**src/rtl/aes_round_ctrl.sv**
```systemverilog
// aes_round_ctrl: sequences the iterative AES round datapath one transform per cycle
// and handshakes round keys with the key schedule.
module aes_round_ctrl #(
    parameter int NUM_ROUNDS = 10
) (
    input  logic       clk,
    input  logic       n_rst,
    input  logic       i_start,
    input  logic       i_key_ready,
    output logic       o_busy,
    output logic       o_done,
    output logic       o_load,
    output logic [1:0] o_op,
    output logic       o_state_we,
    output logic [3:0] o_round,
    output logic       o_key_req
);
    localparam logic [2:0] IDLE  = 3'd0;
    localparam logic [2:0] LOAD  = 3'd1;
    localparam logic [2:0] ARK   = 3'd2;
    localparam logic [2:0] SUB   = 3'd3;
    localparam logic [2:0] SHIFT = 3'd4;
    localparam logic [2:0] MIX   = 3'd5;
    localparam logic [2:0] DONE  = 3'd6;
    localparam logic [3:0] LAST  = 4'(NUM_ROUNDS);

    logic [2:0] state, next;
    logic [3:0] round;
    logic       last;

    assign last = round == LAST;

    always_comb begin
        next = IDLE;
        case (state)
            IDLE:    next = i_start ? LOAD : IDLE;
            LOAD:    next = ARK;
            SUB:     next = SHIFT;
            SHIFT:   next = last ? ARK : MIX;
            MIX:     next = ARK;
            ARK:     next = !i_key_ready ? ARK : last ? DONE : SUB;
            default: next = IDLE;
        endcase
    end

    // Counter clears whenever the FSM lands in IDLE, so illegal states also restart it.
    always_ff @(posedge clk or negedge n_rst) begin
        if (!n_rst) begin
            state <= IDLE;
            round <= 4'd0;
        end else begin
            state <= next;
            if (next == IDLE || state == LOAD)
                round <= 4'd0;
            else if (state == ARK && i_key_ready && !last)
                round <= round + 4'd1;
        end
    end

    assign o_busy     = state != IDLE;
    assign o_done     = state == DONE;
    assign o_load     = state == LOAD;
    assign o_op       = state == SHIFT ? 2'd1 : state == MIX ? 2'd2 : state == ARK ? 2'd3 : 2'd0;
    assign o_state_we = (state == LOAD) || (state == SUB) || (state == SHIFT) || (state == MIX) ||
                        (state == ARK && i_key_ready);
    assign o_round    = round;
    assign o_key_req  = state == ARK;
endmodule

```
**config.mk**
```make
export PLATFORM = sky130hd
export DESIGN_NAME = aes_round_ctrl
export DESIGN_NICKNAME = d
export VERILOG_FILES = /design/src/rtl/aes_round_ctrl.sv
export SDC_FILE = /design/constraint.sdc
export NUM_CORES = 1
export LEC_CHECK = 0
export BUFFER_PORTS_ARGS = -buffer_cell sky130_fd_sc_hd__buf_2
export CORE_UTILIZATION = 30
export DETAILED_ROUTE_END_ITERATION = 10
export SLEW_MARGIN = 10
export SYNTH_ARGS = -nofsm -noshare
export SYNTH_HDL_FRONTEND = slang
export SYNTH_SLANG_ARGS = --single-unit
```
**constraint.sdc**
```tcl
create_clock -name clk -period 1.35 [get_ports clk]
set_input_delay 0.0675 -clock clk [delete_from_list [all_inputs] [get_ports clk]]
set_output_delay 0.0675 -clock clk [all_outputs]
set_load 0.02 [all_outputs]
```
# Word level (Yosys, flattened, before mapping)
# Index checks and enable logic that the tools add are counted.
op_classes:
  reduce_logical: 13
  n_mux: 10
  n_addsub: 1
  n_eq_ne: 7
ops:
  columns: ["cell", "count"]
  rows:
  - ["3-bit one-hot mux with 5 select lines", 1]
  - ["3-bit == test (second input constant)", 3]
  - ["3-bit 2-to-1 mux", 3]
  - ["4-bit 2-to-1 mux", 2]
  - ["3-bit by 2-bit == test with 1-bit output (second input constant)", 2]
  - ["3-bit zero test", 2]
  - ["2-bit 2-to-1 mux", 3]
  - ["1-bit logical OR", 5]
  - ["4-bit by 1-bit adder with 4-bit output (second input constant)", 1]
  - ["4-bit == test (second input constant)", 1]
  - ["3-bit by 1-bit == test with 1-bit output (second input constant)", 1]
  - ["3-bit nonzero test", 1]
  - ["1-bit logical AND", 2]
  - ["2-bit nonzero test", 1]
  - ["2-bit OR reduction", 1]
  - ["1-bit zero test", 1]
  - ["1-bit 2-to-1 mux", 1]
word_totals:
  word_cells: 33
  out_inout_bits: 11
  reg_bits: 7
  inputBits: 4

# Depth between registers and ports, before layout
logic_depth:
  ltp_word: 7
  depth_mapped: 5
  ltp_nobuf: 5

# Least setup slack after synthesis
# Ideal clock, no wire load.
synth_path:
  path_kind: "register -> register"
  startpoint: "reg round[0] (netlist: o_round[0])"
  endpoint: "reg state[1]"
  synth_period_minus_slack_ns: 1.272
  setup_slack_ns: 0.078
  required_time_ns: 1.224
  setup_time_ns: 0.126
  t_arrival_ns: 1.146
  path_buffers: 0
  path_stages_with_launch: 6
  path_cell_list: "dfrtp_1 inv_1 ha_1 and4b_1 nor2_1 o22ai_1"
synth_between:
  elab_chain_cells: 3
synth_lines:
  columns: ["item", "line", "rtl"]
  rows:
  - ["start: declaration", "28", "logic [3:0] round;"]
  - ["start signal: assignment", "56", "round <= round + 4'd1;"]
  - ["4-bit == test", "31", "assign last = round == LAST;"]
  - ["3-bit 2-to-1 mux", "39", "SHIFT: next = last ? ARK : MIX;"]
  - ["3-bit one-hot mux with 5 select lines", "35", "case (state)"]
  - ["net next[1]", "27", "logic [2:0] state, next;"]
  - ["end signal: assignment", "52", "state <= next;"]
  - ["end: declaration", "27", null]
# The timed path passes the listed nets, and every way through them passes these cells.
# A chain may end at the register's enable or synchronous reset.

# Final worst setup path
layout_path:
  startpoint: "reg state[1]"
  endpoint: "out o_busy"
layout_between:
  elab_chain_cells: 1
layout_lines:
  columns: ["item", "line", "rtl"]
  rows:
  - ["3-bit nonzero test", "60", "assign o_busy = state != IDLE;"]
  - ["end: declaration", "10", "output logic o_busy,"]
# Every way passes these cells.

==> results.toml <==
[cells_and_area]
multi_input_area_sq_um = 275
fin_cells = 90
register_area_sq_um = 176
diodes = 0
fillers = 146
layout.nets = 82
drive_gt1_share_pct = 38.7
area_growth_syn_to_layout_pct = 41.0

[synth]
ys_seq_elements = 7
synth_top_area_share_pct = 37.7
seq_area_frac_synth_pct = 37.7
avgSynthCellArea_sq_um = 8.93
synthTopCellsByCount = "dfrtp_1 (7), o21ai_0 (5), nor2_1 (4), o211ai_1 (4)"
synth_fp_nets = 58
async_reset_ff_share_pct = 100
yosysTopAreaCell = "dfrtp_1"
syn_inst = 52
yosys_warnings = 0
yosys-top-cells-area = "dfrtp_1 (38%), mux2i_1 (6.5%), o211ai_1 (6.5%)"
ys.flop_type = "dfrtp_1"
netlist_area_sq_um = 464
synth_edf_count = 0
synth.most_common_cell = "dfrtp_1"
synth.distinct_cells = 24

[critical_path]
slowest_stage = "dfrtp_2"
cp.required_ns = 1.28
critical_path_class = "register to output port"
cp_max_fo = 11
endpoint_kind = "output port"
startpoint_type = "register"
crit_arrival_ns = 1.24
path_cells = "or3_1, buf_6"
slowest_delay_ns = 0.47

[power_and_ir_drop]
p_per_area_mw_per_mm2 = 2170
p_leak_uw = 0.000326
ir_drop_mv = 1.00
comb_power_share_pct = 62.0
p_sw_uw = 635
p_seq_share_pct = 24.3
power.share.clock_pct = 13.7
intPower_uw = 784
switching_share_pct = 44.8
p_total_uw = 1420

[routing]
totalWireLength_mm = 1.07
ant_nets = 0
viasPerCell = 5.18
wl_per_cell_microns = 11.9
vias = 466
first_pass_iters = 3
drc = 0
drt_iter0_markers = 8

[clock_tree]
cts_max_level = 1
insertion_delay_ns = 0.25
clk_pin_slew_ns = 0.05
numCtsBuffers = 3
cts_root_buf = "clkbuf_4"
clock-sinks = 7
clockBufferDepth = 2
cts_tree = "built"

[sta]
fin_skew_ns = 0.000327
rsz0062_at_grt = "true"
setup_viol = 0
finalCriticalPeriod_ns = 1.31
period_share_pct = 97.2
hold_viol = 0
slew_headroom_pct = 77.9
worstMarginPinSlew_ns = 0.330
fmax_mhz = 762
drv_slew = 0

[run]
drv_cap = 0

[die]
core-area_sq_mm = 0.00137
die_y_microns = 41.3
dieArea_sq_mm = 0.00171
fp.dieW_microns = 41.3
ioPinCount = 15
rows = 13
initial_core_util_pct = 34.0

[global_routing]
grt_max_degree = 12
met1_usage_pct = 20.1
use_met3_pct = 3.19
first_global_vias = 451
antenna_found_initial = 0
track_usage_pct = 17.1
grt-ovfl-total = 0
grt_pass1_wl_mm = 1.84
top_usage_layer = "met2"
met2_usage_pct = 27.7

[min_path]
hold_path_class = "input port to register"

[placed_design]
port_buffers = 14
dp.cells = 82
dp_hpwl_microns = 786
gp_congestion = 0.801

[status]
status = "finished clean"
-- layout make-up --
cell class	count	area share, %
tap	15	2.87
clock buffer	4	4.02
timing repair buffer	22	22.9
multi-input combinational	40	42.1
sequential	7	27.0
inverter	2	1.15
-- registers in the layout, indices dropped and copies added, names as in the netlist --
signal	flops
o_round	4
state	3
-- cells by family (layout without fill, tap and decap cells) --
group | after synthesis | after routing | synth area share, %
buffers and inverters | 5 | 28 | 4.85
multiplexers | 3 | 3 | 6.47
AO/OA/AOI/OAI | 15 | 15 | 19.4
AND/OR/NAND/NOR | 20 | 20 | 26.1
adder cells (fa/ha/maj) | 2 | 2 | 5.39
flip-flops | 7 | 7 | 37.7
-- metal layers --
metal | part of all wire [%] | vias up
met4 | 0.75 | 0
met5 | 0 | -
li1 | - | 238
met3 | 5.2 | 2
met2 | 47 | 13
met1 | 47 | 213
-- final timing paths --
check,slack [ns],to,cells past startpoint,from
max in group asynchronous,1.00,state[1]$_DFF_PN0_,2,n_rst
setup / recovery,0.04,o_busy,2,state[1]$_DFF_PN0_
hold / removal,0.15,state[0]$_DFF_PN0_,3,i_start
setup reg to reg,0.08,o_round[3]$_DFFE_PN0P_,4,state[2]$_DFF_PN0_
hold reg to reg,0.56,o_round[1]$_DFFE_PN0P_,2,o_round[1]$_DFFE_PN0P_
min in group asynchronous,0.18,o_round[0]$_DFFE_PN0P_,2,n_rst
-- cells in the final DEF (no fill, tap or decap), drive strengths merged, types with 3 or more instances in the layout --
cell type / Yosys / final
buf: 3 / 21
dfrtp: 7 / 7
o21ai: 6 / 6
nor2: 4 / 4
o211ai: 4 / 4
clkbuf: 0 / 4
mux2i: 3 / 3
a21oi: 3 / 3
-- per-stage QoR --
stage / utilization, % / setup TNS, ns / setup slack [ns] / hold slack [ns] / cell area, sq um
2_1_floorplan: - / 0 / 0.0782 / -0.228 / 464
3_3_place_gp: 41.6 / 0 / 0.187 / -0.0862 / 568
3_5_place_dp: 41.6 / 0 / 0.166 / -0.0856 / 568
4_1_cts: 45.3 / 0 / 0.0179 / 0.146 / 619
5_1_grt: 47.9 / -0.0309 / -0.0231 / 0.182 / 654
6_report: 47.9 / 0 / 0.0384 / 0.145 / 654
-- what timing repair did --
action | CTS | global route
hold buffers | 1 | 0
resized for setup | 0 | 11
endpoints found under the hold margin | 7 | 0
buffers inserted | 2 | 1
setup endpoints to repair | 2 | 7
-- worst max-delay path, delay by kind of cell, from the launching register on --
family,cells,cell delay (ns)
buffers and inverters,1,0.14
AND/OR/NAND/NOR,1,0.38
flip-flops,1,0.47
-- power by group through the flow --
| stage | Combinational, uW | Sequential [uW] | Clock (uW) |
|---|---|---|---|
| 3_5_place_dp | 735 | 347 | 0 |
| 5_1_grt | 973 | 355 | 222 |
| 4_1_cts | 782 | 332 | 204 |
| 3_3_place_gp | 729 | 343 | 0 |
| 6_report | 880 | 344 | 195 |
| 2_1_floorplan | 496 | 347 | 0 |
Power figures use the tool's default switching activity.
